<file path="config.mk">
export PLATFORM = sky130hd
export DESIGN_NAME = gcn_row_write_scheduler
export DESIGN_NICKNAME = d
export VERILOG_FILES = /design/src/rtl/gcn_row_write_scheduler.sv
export SDC_FILE = /design/constraint.sdc
export NUM_CORES = 1
export LEC_CHECK = 0
export ABC_CLOCK_PERIOD_IN_PS = 1800
export CORE_AREA = 2 2 39 41
export CTS_BUF_LIST = sky130_fd_sc_hd__clkbuf_4 sky130_fd_sc_hd__clkbuf_8 sky130_fd_sc_hd__clkbuf_16
export CTS_CLUSTER_SIZE = 28
export DETAILED_ROUTE_END_ITERATION = 16
export DIE_AREA = 0 0 41 43
export DONT_BUFFER_PORTS = 1
export PLACE_DENSITY = 0.63
export SYNTH_ARGS = -nofsm -noshare
export SYNTH_HDL_FRONTEND = slang
export SYNTH_SLANG_ARGS = --single-unit
</file>
<file path="constraint.sdc">
create_clock -name clk -period 1.8 [get_ports clk]
set_clock_uncertainty 0.2 [all_clocks]
set_input_delay 0.27 -clock clk [delete_from_list [all_inputs] [get_ports clk]]
set_output_delay 0.27 -clock clk [all_outputs]
set_load 0.05 [all_outputs]
</file>
<file path="src/rtl/gcn_row_write_scheduler.sv">
// gcn_row_write_scheduler
//
// Steps through the result rows of one GCN layer pass (adjacency x feature x weight).
// For each row it issues a compute request to the ADJ.FM.WM datapath and waits for
// completion. It then holds the write strobe until the output memory accepts the row.
//
// Optional feature: define GCN_SCHED_TIMEOUT_EN to enable a compute watchdog. When a
// row's compute takes TIMEOUT_CYCLES cycles without dp_done, the pass aborts: no write
// is issued for that row, error is set (sticky), and done pulses once.
//
// Ports:
//   clk                    in   single clock, rising edge
//   reset                  in   asynchronous reset, active low
//   start                  in   start one layer pass (sampled only in IDLE)
//   dp_done                in   datapath finished the current row (sampled only in COMPUTE)
//   mem_ready              in   write accepted this cycle (sampled only in WRITE)
//   compute_start          out  one-cycle pulse to the datapath
//   adj_read_en            out  adjacency row read strobe, coincident with compute_start
//   row_addr               out  current row index for both read and write paths
//   is_write_result_to_mem out  write strobe, held high while in WRITE
//   busy                   out  high in every state except IDLE
//   done                   out  one-cycle completion pulse
//   error                  out  sticky watchdog abort flag (tied low without the watchdog)
//   row_cols               out  constant DOT_PROD_COLS
module gcn_row_write_scheduler #(
    parameter int unsigned NUM_NODES      = 6,
    parameter int unsigned DOT_PROD_COLS  = 3,
    parameter int unsigned TIMEOUT_CYCLES = 64,
    localparam int unsigned ROW_W = (NUM_NODES > 1) ? $clog2(NUM_NODES) : 1
) (
    input  logic             clk,
    input  logic             reset,
    input  logic             start,
    input  logic             dp_done,
    input  logic             mem_ready,
    output logic             compute_start,
    output logic             adj_read_en,
    output logic [ROW_W-1:0] row_addr,
    output logic             is_write_result_to_mem,
    output logic             busy,
    output logic             done,
    output logic             error,
    output logic [7:0]       row_cols
);

    localparam logic [ROW_W-1:0] LAST_ROW = ROW_W'(NUM_NODES - 1);

    typedef enum logic [2:0] {
        StIdle,
        StIssue,
        StCompute,
        StWrite,
        StDone
`ifdef GCN_SCHED_TIMEOUT_EN
        , StAbort
`endif
    } state_e;

    state_e state;

    assign row_cols = 8'(DOT_PROD_COLS);

`ifdef GCN_SCHED_TIMEOUT_EN
    localparam int unsigned CNT_W =
        ($clog2(TIMEOUT_CYCLES + 1) > 8) ? $clog2(TIMEOUT_CYCLES + 1) : 8;
    // Count value present during the last permitted COMPUTE cycle.
    localparam logic [CNT_W-1:0] WD_LAST = CNT_W'(TIMEOUT_CYCLES - 1);

    logic [CNT_W-1:0] wd_cnt;
`else
    assign error = 1'b0;
`endif

    // All outputs are registered: each transition also loads the outputs of the
    // state being entered, so they are valid for the whole cycle spent in it.
    always_ff @(posedge clk or negedge reset) begin
        if (!reset) begin
            state                  <= StIdle;
            row_addr               <= '0;
            compute_start          <= 1'b0;
            adj_read_en            <= 1'b0;
            is_write_result_to_mem <= 1'b0;
            busy                   <= 1'b0;
            done                   <= 1'b0;
`ifdef GCN_SCHED_TIMEOUT_EN
            error                  <= 1'b0;
            wd_cnt                 <= '0;
`endif
        end else begin
            compute_start <= 1'b0;
            adj_read_en   <= 1'b0;
            done          <= 1'b0;
            case (state)
                StIdle: begin
                    if (start) begin
                        state         <= StIssue;
                        row_addr      <= '0;
                        compute_start <= 1'b1;
                        adj_read_en   <= 1'b1;
                        busy          <= 1'b1;
`ifdef GCN_SCHED_TIMEOUT_EN
                        error         <= 1'b0;
`endif
                    end
                end
                StIssue: begin
                    state <= StCompute;
`ifdef GCN_SCHED_TIMEOUT_EN
                    wd_cnt <= '0;
`endif
                end
                StCompute: begin
                    // dp_done wins over a watchdog expiry in the same cycle.
                    if (dp_done) begin
                        state                  <= StWrite;
                        is_write_result_to_mem <= 1'b1;
                    end
`ifdef GCN_SCHED_TIMEOUT_EN
                    else if (wd_cnt == WD_LAST) begin
                        state <= StAbort;
                        error <= 1'b1;
                        done  <= 1'b1;
                    end else begin
                        wd_cnt <= wd_cnt + 1'b1;
                    end
`endif
                end
                StWrite: begin
                    if (mem_ready) begin
                        is_write_result_to_mem <= 1'b0;
                        // Terminal compare precedes the increment, so row_addr never wraps.
                        if (row_addr == LAST_ROW) begin
                            state <= StDone;
                            done  <= 1'b1;
                        end else begin
                            state         <= StIssue;
                            row_addr      <= row_addr + 1'b1;
                            compute_start <= 1'b1;
                            adj_read_en   <= 1'b1;
                        end
                    end
                end
                StDone: begin
                    state <= StIdle;
                    busy  <= 1'b0;
                end
`ifdef GCN_SCHED_TIMEOUT_EN
                StAbort: begin
                    state <= StIdle;
                    busy  <= 1'b0;
                end
`endif
                default: begin
                    state                  <= StIdle;
                    busy                   <= 1'b0;
                    is_write_result_to_mem <= 1'b0;
                end
            endcase
        end
    end

endmodule

</file>
==> results.json <==
{
  "critPathLaunchType": "flop",
  "grt_first_pass_wirelength_um": 1360,
  "period_needed_ns": 1.57,
  "cts.sinks": 10,
  "max_slew_margin_pct": 64.3,
  "power_leakage_nw": 0.318,
  "avgSynthCellArea_sq_um": 10.4,
  "antenna_cells": 0,
  "power_density_nw_per_um2": 2000,
  "wirelength_um": 865,
  "min_period_over_period_pct": 87.5,
  "postRouteAntennaNets": 0,
  "maxCapViolCount": 0,
  "clock_latency_ns": 0.27,
  "dieArea_sq_um": 1760,
  "crit_chain": "or4b_4, o311ai_2, o31ai_1",
  "ys_ff_latch": 10,
  "fmax_mhz": 635,
  "cp_slowest_cell": "or4b_4",
  "hold_ws_ns": 0.0301,
  "drv_slew": 0,
  "ioPinCount": 22,
  "first_pass_iters": 2,
  "hold_viol": 0,
  "ir_worst_vdd_uv": 608,
  "layout.nets": 68,
  "regArea_sq_um": 250,
  "grt_usage_pct": 12.0,
  "synth.distinct_cells": 19,
  "yosysWarnings": 0,
  "netlist_instances": 53,
  "remaining_drc_errors": 0,
  "crit_type": "flop to flop",
  "cts_buffers": 3,
  "grt_pass1_vias": 303,
  "required_ns": 1.73,
  "multi_input_area_sq_um": 235,
  "worst-path-buf-inv": 0,
  "layout_common_cells": "10 x dfrtp_1, 9 x conb_1, 4 x nand2_1, 4 x inv_1",
  "crit_fanout": 8,
  "antenna_found_initial": 0,
  "core-area_sq_um": 1380,
  "fillers": 143,
  "synth_area_sq_um": 549,
  "cpLargestDelayFamily": "simple AND/OR/NAND/NOR gates",
  "overflow": 0,
  "yosysSeqAreaShare_pct": 45.6,
  "start_util_pct": 39.7,
  "end_kind": "flop",
  "finalSetupViolCount": 0,
  "finalSetupTns_ns": 0,
  "tightest_slew_ns": 0.536,
  "grt_max_degree": 11,
  "hp-class": "input pin to flop",
  "die_h_um": 43,
  "row_count": 14,
  "htree_levels": 1,
  "cts_tree": "yes",
  "clk_path_buf_depth": 2,
  "clkTransAtPathRegs_ns": 0.07,
  "worst_path_largest_cell_delay_ns": 0.60,
  "io_buffers": 0,
  "cts-root-buf": "clkbuf_4",
  "place_congestion": 0.741,
  "hpwl_um": 679,
  "arrival_ns": 1.51,
  "drt_iter0_drc": 1,
  "final_common_cell": "dfrtp_1",
  "vias": 356,
  "die_x_um": 41,
  "status": "finished, final reports clean",
  "drive_gt1_share_pct": 16.7,
  "area_delta_synth_final_pct": 10.9,
  "post_drt_wl_per_cell_um": 11.4,
  "rsz0062_at_grt": "no",
  "vias_per_cell": 4.68
}
-- layout make-up --
class                      instances  share of cell area (%)
clock buffer                       4                    5.95
multi-input combinational         36                    38.6
timing repair buffer               6                    8.62
sequential                        10                    41.1
tap                               16                    3.29
inverter                           4                    2.46
-- power breakdown --
group	switching [mW]	internal (mW)	total [mW]	leakage, nW
clock network	0.0768	0.123	0.200	0.0210
logic	0.334	0.165	0.498	0.176
registers	0.212	0.312	0.524	0.121
total	0.623	0.599	1.22	0.318
-- worst reg2reg max path, delay by kind of cell (launching register included) --
kind	cells	cell delay, ns
AND/OR/NAND/NOR	1	0.60
flip-flops	1	0.44
AO/OA/AOI/OAI	2	0.20
-- final timing paths --
path,cells after the start,start,slack [ns],to
max,3,state[2],0.23,row_addr[2]
min,2,mem_ready,0.03,state[0]
max reg2reg,3,state[2],0.23,row_addr[2]
min reg2reg,1,row_addr[0],0.34,row_addr[0]
max in group asynchronous,1,reset,0.89,state[2]
min in group asynchronous,1,reset,0.19,busy
-- cells by family (layout without fill, tap and decap cells) --
kind of cell	Yosys count	in the layout	share of synthesized area [%]
flip-flops	10	10	45.6
adder cells (fa/ha/maj)	2	2	4.56
AO/OA/AOI/OAI	12	12	15.5
buffers and inverters	14	14	16.4
AND/OR/NAND/NOR	11	11	13.0
other	2	9	1.37
multiplexers	2	2	3.64
-- layer usage --
metal | track usage [%] | wire length, um | vias up
met3 | 11.0 | 85 | 0
li1 | - | - | 174
met5 | 0 | 0 | -
met4 | 2.00 | 0 | 0
met2 | 15.3 | 400 | 15
met1 | 15.1 | 379 | 167
-- through the flow --
step	setup WS, ns	total power, mW	cells	instance area (sq um)	util, %
6_report	0.225	1.22	76	609	44.0
3_5_place_dp	0.226	1.03	69	543	39.2
2_1_floorplan	0.173	0.942	60	576	-
3_3_place_gp	0.251	1.02	69	543	39.2
4_1_cts	0.218	1.24	76	609	44.0
5_1_grt	0.166	1.31	76	609	44.0
-- sequential cells by signal, indices dropped and copies added (netlist names) --
register / cells
busy: 1
row_addr: 3
done: 1
state: 3
adj_read_en: 1
is_write_result_to_mem: 1
-- repair_timing --
item | in CTS | in global routing
buffers inserted | 0 | 0
hold endpoints to repair | 12 | 0
setup endpoints to repair | 0 | 0
hold buffers | 3 | 0
gates resized for setup | 0 | 0
-- cells in the mapped netlist, drive strengths merged --
library cell | instances | area (sq um)
a21oi | 3 | 15.0
a31oi | 1 | 6.26
buf | 10 | 75.1
conb | 2 | 7.51
dfrtp | 10 | 250
ha | 2 | 25.0
inv | 4 | 15.0
mux2i | 2 | 20.0
nand2 | 4 | 15.0
nand2b | 3 | 26.3
nand4b | 1 | 8.76
nor2 | 2 | 7.51
o211a | 1 | 10.0
o21ai | 3 | 15.0
o21bai | 1 | 7.51
o311ai | 1 | 16.3
o31ai | 2 | 15.0
or4b | 1 | 13.8
No activity file was read; power rests on OpenSTA's default activity.
